`src/rtl/ibex_dummy_reseed_ctrl_pkg.sv`:
```
// Shared types for the dummy-instruction reseed controller.
package ibex_dummy_reseed_ctrl_pkg;

  localparam int unsigned DummySeedW = 32;

  typedef enum logic [1:0] {
    RESEED_IDLE  = 2'd0,
    RESEED_REQ   = 2'd1,
    RESEED_APPLY = 2'd2
  } reseed_state_e;

endpackage

```
`src/rtl/ibex_dummy_reseed_cnt.sv`:
```
// Up-counter with synchronous clear that holds once it reaches MaxVal.
// Used both as the reseed interval counter and as the saturating statistics counter.
module ibex_dummy_reseed_cnt #(
  parameter int unsigned      Width  = 8,
  parameter logic [Width-1:0] MaxVal = '1
) (
  input  logic             clk,
  input  logic             rst_n,
  input  logic             inc,
  input  logic             clr,
  output logic [Width-1:0] count
);

  logic [Width-1:0] cnt_r;
  logic [Width-1:0] cnt_d_s;

  // Next count: clear has priority, increment stops at MaxVal.
  always_comb begin
    cnt_d_s = cnt_r;
    if (clr) begin
      cnt_d_s = '0;
    end else if (inc && (cnt_r != MaxVal)) begin
      cnt_d_s = cnt_r + 1'b1;
    end else begin
      cnt_d_s = cnt_r;
    end
  end

  // Count register.
  always_ff @(posedge clk or negedge rst_n) begin
    if (!rst_n) begin
      cnt_r <= '0;
    end else begin
      cnt_r <= cnt_d_s;
    end
  end

  assign count = cnt_r;

endmodule

```
`src/rtl/ibex_dummy_reseed_ctrl.sv`:
```
// Gates the dummy-instruction inserter and periodically reseeds its LFSR from entropy.
// Optional statistics counter enabled by defining IBEX_DUMMY_RESEED_STAT_EN.
module ibex_dummy_reseed_ctrl
  import ibex_dummy_reseed_ctrl_pkg::*;
#(
  parameter int unsigned RESEED_INTERVAL = 256,
  parameter int unsigned STAT_W          = 16
) (
  input  logic                  clk_i,
  input  logic                  rst_ni,
  input  logic                  csr_dummy_en_i,
  input  logic [2:0]            csr_dummy_mask_i,
  input  logic                  csr_seed_wr_i,
  input  logic [DummySeedW-1:0] csr_seed_i,
  input  logic                  debug_mode_i,
  input  logic                  insert_dummy_instr_i,
  input  logic                  id_in_ready_i,
  output logic                  ent_req_o,
  input  logic                  ent_ack_i,
  input  logic [DummySeedW-1:0] ent_data_i,
  output logic                  dummy_instr_en_o,
  output logic [2:0]            dummy_instr_mask_o,
  output logic                  dummy_instr_seed_en_o,
  output logic [DummySeedW-1:0] dummy_instr_seed_o,
  output logic                  reseed_busy_o,
  output logic [STAT_W-1:0]     dummy_stat_o
);

  localparam int unsigned     CntW   = $clog2(RESEED_INTERVAL + 1);
  localparam logic [CntW-1:0] CntMax = CntW'(RESEED_INTERVAL);

  localparam logic [1:0] StIdle  = RESEED_IDLE;
  localparam logic [1:0] StReq   = RESEED_REQ;
  localparam logic [1:0] StApply = RESEED_APPLY;

  logic                  accept_s;
  logic                  cnt_inc_s;
  logic                  cnt_clr_s;
  logic                  cnt_tc_s;
  logic                  auto_load_s;
  logic                  seed_en_d_s;
  logic                  apply_done_r;
  logic [1:0]            state_r;
  logic [1:0]            state_d_s;
  logic [CntW-1:0]       cnt_s;
  logic [DummySeedW-1:0] ent_r;
  logic [DummySeedW-1:0] seed_d_s;

  assign accept_s  = insert_dummy_instr_i & id_in_ready_i;
  assign cnt_inc_s = accept_s & (state_r == StIdle);
  assign cnt_clr_s = seed_en_d_s;
  assign cnt_tc_s  = (cnt_s == CntMax);

  ibex_dummy_reseed_cnt #(
    .Width  (CntW),
    .MaxVal (CntMax)
  ) u_interval_cnt (
    .clk   (clk_i),
    .rst_n (rst_ni),
    .inc   (cnt_inc_s),
    .clr   (cnt_clr_s),
    .count (cnt_s)
  );

  // The automatic strobe is owed on ack, or later if a software write took its slot.
  assign auto_load_s = ((state_r == StReq) & ent_ack_i |
                        (state_r == StApply) & ~apply_done_r) & ~csr_seed_wr_i;
  assign seed_en_d_s = csr_seed_wr_i | auto_load_s;

  // Reseed FSM next-state.
  always_comb begin
    state_d_s = state_r;
    case (state_r)
      StIdle: begin
        if (cnt_tc_s && csr_dummy_en_i) begin
          state_d_s = StReq;
        end else begin
          state_d_s = StIdle;
        end
      end
      StReq: begin
        if (ent_ack_i) begin
          state_d_s = StApply;
        end else begin
          state_d_s = StReq;
        end
      end
      StApply: begin
        if (apply_done_r) begin
          state_d_s = StIdle;
        end else begin
          state_d_s = StApply;
        end
      end
      default: state_d_s = StIdle;
    endcase
  end

  // Seed source: software wins, then fresh entropy on the ack cycle, else the captured word.
  always_comb begin
    seed_d_s = ent_r;
    if (csr_seed_wr_i) begin
      seed_d_s = csr_seed_i;
    end else if (state_r == StReq) begin
      seed_d_s = ent_data_i;
    end else begin
      seed_d_s = ent_r;
    end
  end

  // State and all registered outputs.
  always_ff @(posedge clk_i or negedge rst_ni) begin
    if (!rst_ni) begin
      state_r               <= StIdle;
      apply_done_r          <= 1'b0;
      ent_r                 <= '0;
      ent_req_o             <= 1'b0;
      reseed_busy_o         <= 1'b0;
      dummy_instr_en_o      <= 1'b0;
      dummy_instr_mask_o    <= 3'b000;
      dummy_instr_seed_en_o <= 1'b0;
      dummy_instr_seed_o    <= '0;
    end else begin
      state_r               <= state_d_s;
      apply_done_r          <= auto_load_s;
      ent_req_o             <= (state_d_s == StReq);
      reseed_busy_o         <= (state_d_s != StIdle);
      dummy_instr_en_o      <= csr_dummy_en_i & ~debug_mode_i & ~seed_en_d_s;
      dummy_instr_mask_o    <= csr_dummy_mask_i;
      dummy_instr_seed_en_o <= seed_en_d_s;
      if ((state_r == StReq) && ent_ack_i) begin
        ent_r <= ent_data_i;
      end
      if (seed_en_d_s) begin
        dummy_instr_seed_o <= seed_d_s;
      end
    end
  end

`ifdef IBEX_DUMMY_RESEED_STAT_EN
  ibex_dummy_reseed_cnt #(
    .Width  (STAT_W),
    .MaxVal ({STAT_W{1'b1}})
  ) u_stat_cnt (
    .clk   (clk_i),
    .rst_n (rst_ni),
    .inc   (accept_s),
    .clr   (1'b0),
    .count (dummy_stat_o)
  );
`else
  assign dummy_stat_o = '0;
`endif

endmodule
```
`config.mk`:
```
export PLATFORM = sky130hd
export DESIGN_NAME = ibex_dummy_reseed_ctrl
export DESIGN_NICKNAME = d
export VERILOG_FILES = /design/src/rtl/ibex_dummy_reseed_ctrl_pkg.sv /design/src/rtl/ibex_dummy_reseed_cnt.sv /design/src/rtl/ibex_dummy_reseed_ctrl.sv
export SDC_FILE = /design/constraint.sdc
export NUM_CORES = 1
export LEC_CHECK = 0
export BUFFER_PORTS_ARGS = -buffer_cell sky130_fd_sc_hd__buf_4
export CORE_ASPECT_RATIO = 2
export CORE_MARGIN = 2
export CORE_UTILIZATION = 42
export DETAILED_ROUTE_END_ITERATION = 10
export PLACE_DENSITY = 0.76
export SLEW_MARGIN = 20
export SYNTH_ARGS = -nofsm -noshare
export SYNTH_HDL_FRONTEND = slang
export SYNTH_HIERARCHICAL = 1
export SYNTH_SLANG_ARGS = --single-unit
```
`constraint.sdc`:
```
create_clock -name clk_i -period 2.2 [get_ports clk_i]
set_input_delay 0.11 -clock clk_i [delete_from_list [all_inputs] [get_ports clk_i]]
set_output_delay 0.11 -clock clk_i [all_outputs]
set_load 0.02 [all_outputs]
```
=== Word-level counts from Yosys, hierarchy flattened ===
Cells that the tools add are included.

* Reductions and logical operators: 6
* Bitwise operators: 13
* Equality and inequality tests: 5
* Multiplexer cells: 8
* $add $sub $neg: 1

{| class="wikitable"
|+ Operators by type and width
! cell !! count
|-
| 32-bit 2-to-1 mux || 2
|-
| 9-bit 2-to-1 mux || 2
|-
| 9-bit by 1-bit adder with 9-bit output, second input constant || 1
|-
| 9-bit == test, second input constant || 1
|-
| 9-bit inequality test, second input constant || 1
|-
| 1-bit bitwise AND || 7
|-
| 2-bit one-hot mux with 3 select lines || 1
|-
| 2-bit by 1-bit == test with 1-bit output, second input constant || 2
|-
| 2-bit 2-to-1 mux || 2
|-
| 1-bit inverter || 4
|-
| 2-bit nonzero test || 2
|-
| 1-bit logical AND || 3
|-
| 2-bit == test, second input constant || 1
|-
| 2-bit zero test || 1
|-
| 1-bit OR || 2
|-
| 1-bit 2-to-1 mux || 1
|}

* Input port bits: 75
* Logic and storage cells: 43
* Output and inout bits: 55
* Flip-flop bits (word level): 83

=== Longest topological paths before layout ===
* Depth after elaboration: 7
* Gate-level depth with buffers: 6

=== By module ===
Netlist, hierarchy kept.

{| class="wikitable"
|+ Modules (own cells, without submodules)
! module !! times used !! cells each !! area an instance (um2)
|-
| ibex_dummy_reseed_ctrl || 1 || 393 || 3657.3
|-
| ibex_dummy_reseed_cnt || 1 || 50 || 491.7
|}

=== Worst setup path before layout ===
Ideal clock, no wire load.

* Path kind: register to register
* Start point: reg state_r[0]
* End point: reg u_interval_cnt.cnt_r[8], in the netlist u_interval_cnt/count[8]
* Slack: 0.484 ns
* Stages on the path, launching flop included: 5
* Data arrival time: 1.592 ns
* Setup time: 0.125 ns
* Cells stage by stage: dfrtp_1 > nor3_1 > nand2_1 > nor4_1 > mux2_2

* Elaborated cells on any way between the ends: 12
* Classes of those cells: 2 x eq/ne; 1 x mux; 6 x bitwise; 3 x reduce/logical

{| class="wikitable"
|+ RTL lines
! item !! line !! RTL
|-
| from (decl) || ibex_dummy_reseed_ctrl.sv:43 || <nowiki>logic [1:0] state_r;</nowiki>
|-
| from (signal assigned) || ibex_dummy_reseed_ctrl.sv:114 || <nowiki>state_r <= StIdle;</nowiki>
|-
| from (signal assigned) || ibex_dummy_reseed_ctrl.sv:124 || <nowiki>state_r <= state_d_s;</nowiki>
|-
| 2-bit zero test || ibex_dummy_reseed_ctrl.sv:50 || <nowiki>assign cnt_inc_s = accept_s & (state_r == StIdle);</nowiki>
|-
| 1-bit bitwise AND || ibex_dummy_reseed_ctrl.sv:50 ||
|-
| via cnt_inc_s || ibex_dummy_reseed_ctrl.sv:37 || <nowiki>logic cnt_inc_s;</nowiki>
|-
| 1-bit logical AND || ibex_dummy_reseed_cnt.sv:22 || <nowiki>end else if (inc && (cnt_r != MaxVal)) begin</nowiki>
|-
| 2-bit nonzero test (no line) || n/a ||
|-
| to (signal assigned) || ibex_dummy_reseed_cnt.sv:34 || <nowiki>cnt_r <= cnt_d_s;</nowiki>
|-
| to (decl) || ibex_dummy_reseed_cnt.sv:14 || <nowiki>logic [Width-1:0] cnt_r;</nowiki>
|}

The timed path passes the listed nets, and every way through them passes these cells.
A chain may end at the register's enable or synchronous reset.

=== Final worst setup path ===
Same ends and word-level chain as after synthesis.

==> results.rst <==
.. list-table::
   :header-rows: 1

   * - Metric
     - Value
   * - Avg Inst Size Synth
     - 9.37 µm²
   * - Post-synthesis sequential element count
     - 83
   * - Result of the run
     - finished clean
   * - Worst stage delay on the critical path
     - 0.45 ns
   * - Ports placed on the boundary
     - 130
   * - Count of fill cells added during filler insertion
     - 788
   * - DIE AREA
     - 0.0107 mm²
   * - Antenna violation net count after detailed routing
     - 0
   * - Number of global-route vias before repair
     - 3990
   * - Number of failing setup endpoints in the final timing report
     - 0
   * - Clock buffer depth
     - 2
   * - Highest clock rate
     - 507 MHz
   * - CP endpoint kind
     - flop
   * - Static power due to leakage
     - 3.09 nW
   * - Cell-by-cell trace of the critical path
     - nor3_1 -> nand2_1 -> nor4_1 -> mux2_2
   * - Depth of the CTS H-tree
     - 3
   * - CTS sink cnt
     - 83
   * - Post-synthesis cell count
     - 443
   * - DRC violation count after routing
     - 0
   * - Signed area change from the synthesized netlist to the final layout
     - 45.5%
   * - Clk root buf
     - clkbuf_16
   * - Combinational family with the most area after synthesis
     - simple AND/OR/NAND/NOR gates
   * - Via count of the routed design
     - 3915
   * - Final clock skew
     - 0.00845 ns
   * - DR iter-0 viols
     - 306
   * - Wire length of the first global-routing pass
     - 18.8 mm
   * - RSZ-0062 raised after global routing
     - false
   * - Inserted Diodes
     - 0
   * - Fin Setup TNS
     - 0 ns
   * - Drt pass-1 iters
     - 4
   * - Post-synth cell types
     - 40
   * - Pin count of the biggest net entering global routing
     - 67
   * - Clock-pin transition on the worst setup and hold timing paths
     - 0.06 ns
   * - GRT Resource Usage Total
     - 22.8%
   * - Wire length per cell
     - 15.6 µm
   * - Num rows
     - 51
   * - Crit path max-delay cell type
     - dfrtp_1
   * - Crit path buf inv count
     - 0
   * - Routed wire length
     - 11.7 mm
   * - Worst endpoint required time
     - 2.41 ns
   * - Antenna violations before repair
     - 0
   * - Time the final worst path needs with I/O delays and setup
     - 1.97 ns
   * - Max-slew violation count
     - 0
   * - Critical path type
     - reg -> reg
   * - Final weighted congestion in routability-driven placement
     - 0.811
   * - Family with the most delay on the worst path
     - simple AND/OR/NAND/NOR gates
   * - Clock buffers created by TritonCTS
     - 9
   * - Total gr overflow
     - 0
   * - Sequential area share after synthesis
     - 50.1%
   * - Worst min path class
     - in -> reg
   * - Die Span Y
     - 145 µm
   * - Width of the die
     - 74.3 µm
   * - Cell area after synthesis
     - 0.00415 mm²
   * - Share of the cycle needed by the critical path after routing
     - 89.6%
   * - Max-cap violations
     - 0
   * - Resized cells post-CTS
     - 0
   * - # nets final
     - 693
   * - IO Port Bufs
     - 113
   * - Post-Route Hold Slack
     - 0.0448 ns
   * - Yosys synthesis warning count
     - 6
   * - Initial core utilization
     - 42.8%
   * - Crit path arrival time
     - 2.18 ns
   * - Critical path peak fanout
     - 7
   * - Post-detail-place hpwl
     - 7.39 mm
   * - PwrDens
     - 652 mW/mm²
   * - Adder and majority cell fraction of the synthesized area
     - 0.603%
   * - Clock network latency to the later pin of the worst-skew pair
     - 0.33 ns
   * - Synthesized-area fraction occupied by xor and xnor cells
     - 0.422%
   * - CTS tree
     - done
   * - Core Box Area
     - 0.00970 mm²
   * - Area taken by multi-input logic gates
     - 0.00184 mm²
   * - Share of synthesized area spent on multiplexers
     - 0.784%
   * - Worst Setup Start Kind
     - flop
   * - Via-per-instance ratio
     - 5.21
   * - Fin. Hold Viols
     - 0
   * - Largest vdd supply drop
     - 0.539 mV
   * - Synthesized-area fraction occupied by ao, oa, aoi and oai cells
     - 13.9%
   * - Synth Area in Simple Gates
     - 27.1%
   * - Share of final-layout standard cells stronger than drive strength 1
     - 27.9%
   * - Sequential cell area
     - 0.00208 mm²
[cell type report]
type,instances,area share [%]
Tap cell,132,2.74
Clock buffer,13,4.31
Timing Repair Buffer,192,27.4
Inverter,2,0.124
Multi-Input combinational cell,328,30.5
Clock inverter,2,0.580
Sequential cell,83,34.4
[worst reg2reg max path, stage by stage (launching register included)]
cell     delay, ns
dfrtp_1       0.45
nor3_1        0.45
nand2_1       0.22
nor4_1        0.35
mux2_2        0.37
[synthesized netlist by cell type]
| master | instances | area [µm²] |
|---|---|---|
| nand2_1 | 136 | 510 |
| dfrtp_1 | 83 | 2080 |
| nor2_1 | 69 | 259 |
| nor3_1 | 33 | 165 |
| o41ai_2 | 30 | 488 |
| buf_4 | 18 | 135 |
| buf_2 | 13 | 65.1 |
| clkbuf_1 | 10 | 37.5 |
| a21oi_1 | 5 | 25.0 |
| nor4_1 | 3 | 18.8 |
| o21ai_0 | 3 | 15.0 |
| buf_8 | 2 | 30.0 |
| ha_1 | 2 | 25.0 |
| inv_1 | 2 | 7.51 |
| mux2_2 | 2 | 22.5 |
| nand2b_1 | 2 | 12.5 |
| nand3_1 | 2 | 10.0 |
| nor4b_1 | 2 | 17.5 |
| o31ai_1 | 2 | 15.0 |
| o41ai_1 | 2 | 17.5 |
| or4_1 | 2 | 15.0 |
| xor2_1 | 2 | 17.5 |
| a211o_1 | 1 | 8.76 |
| a21boi_0 | 1 | 7.51 |
| and3b_1 | 1 | 8.76 |
| buf_1 | 1 | 3.75 |
| buf_6 | 1 | 11.3 |
| conb_1 | 1 | 3.75 |
| mux2i_1 | 1 | 10.0 |
| nand3b_1 | 1 | 7.51 |
| nand4_1 | 1 | 6.26 |
| nand4_2 | 1 | 12.5 |
| nor2b_1 | 1 | 6.26 |
| nor3b_2 | 1 | 12.5 |
| nor3b_4 | 1 | 18.8 |
| nor4bb_1 | 1 | 10.0 |
| or2b_1 | 1 | 7.51 |
| or3_2 | 1 | 7.51 |
| or3_4 | 1 | 11.3 |
| or3b_1 | 1 | 8.76 |
[per-layer routing]
metal | track usage [%] | part of all wire, % | vias to the layer above
li1 | - | - | 1807
met1 | 25.0 | 36 | 1906
met2 | 41.0 | 56 | 161
met3 | 2.58 | 3.9 | 41
met4 | 12.9 | 4.0 | 0
met5 | 0 | 0 | -
[repair_timing]
| action | in CTS | in global routing |
|---|---|---|
| hold buffers | 70 | 0 |
| endpoints found under the hold margin | 90 | 0 |
| setup buffers | 0 | 0 |
[flip-flops by register name, summed over array words and instances (netlist names), 2 cells and up]
register and count:
state_r 2, ent_r 32, u_interval_cnt/count 9, dummy_instr_seed_o 32, dummy_instr_mask_o 3
[cells in the final DEF (no fill, tap or decap), types with 2 or more instances in the layout]
master,synthesis,layout
o21ai_0,3,3
nand2_1,136,136
a21oi_1,5,5
nand2b_1,2,2
xor2_1,2,2
nor4_1,3,3
or4_1,2,2
clkbuf_1,10,2
clkbuf_16,0,9
o41ai_1,2,2
dfrtp_1,83,83
ha_1,2,2
nor4b_1,2,2
buf_12,0,3
mux2_2,2,2
clkbuf_8,0,2
buf_4,18,119
inv_1,2,2
conb_1,1,16
nor3_1,33,33
nor2_1,69,69
dlygate4sd3_1,0,70
o31ai_1,2,2
nand3_1,2,2
o41ai_2,30,30
[final timing paths]
kind	start	endpoint	slack (ns)	cells after the start
setup / recovery	state_r[0]	u_interval_cnt/count[8]	0.23	4
hold / removal	csr_dummy_en_i	dummy_instr_en_o	0.04	2
setup reg to reg	state_r[0]	u_interval_cnt/count[8]	0.23	4
hold reg to reg	ent_r[3]	ent_r[3]	0.47	2
max in group asynchronous	rst_ni	ent_r[17]	1.28	3
min in group asynchronous	rst_ni	dummy_instr_seed_o[7]	0.24	2
[where the power goes]
part	total, mW	internal [mW]	switching [mW]	leakage [nW]
logic	0.777	0.385	0.393	1.86
registers	1.66	1.60	0.0520	1.09
clock network	1.50	0.934	0.566	0.146
[logic make-up (layout without fill, tap and decap cells)]
logic type | after synthesis | count (layout)
buffers and inverters | 47 | 209
XOR/XNOR | 2 | 2
adder cells (fa/ha/maj) | 2 | 2
flip-flops | 83 | 83
multiplexers | 3 | 3
other | 1 | 16
AND/OR/NAND/NOR | 261 | 261
AO/OA/AOI/OAI | 44 | 44
[per-stage QoR]
step / utilization (%) / cell area, µm² / total power, mW / cells / worst slack, ns
2_1_floorplan: - / 4210 / 2.05 / 458 / 0.484
3_3_place_gp: 52.0 / 5040 / 2.33 / 667 / 0.270
3_5_place_dp: 52.0 / 5040 / 2.36 / 667 / 0.238
4_1_cts: 62.3 / 6040 / 3.97 / 752 / 0.247
5_1_grt: 62.3 / 6040 / 4.08 / 752 / 0.118
6_report: 62.3 / 6040 / 3.93 / 752 / 0.228
No activity file was read; power rests on OpenSTA's default activity.
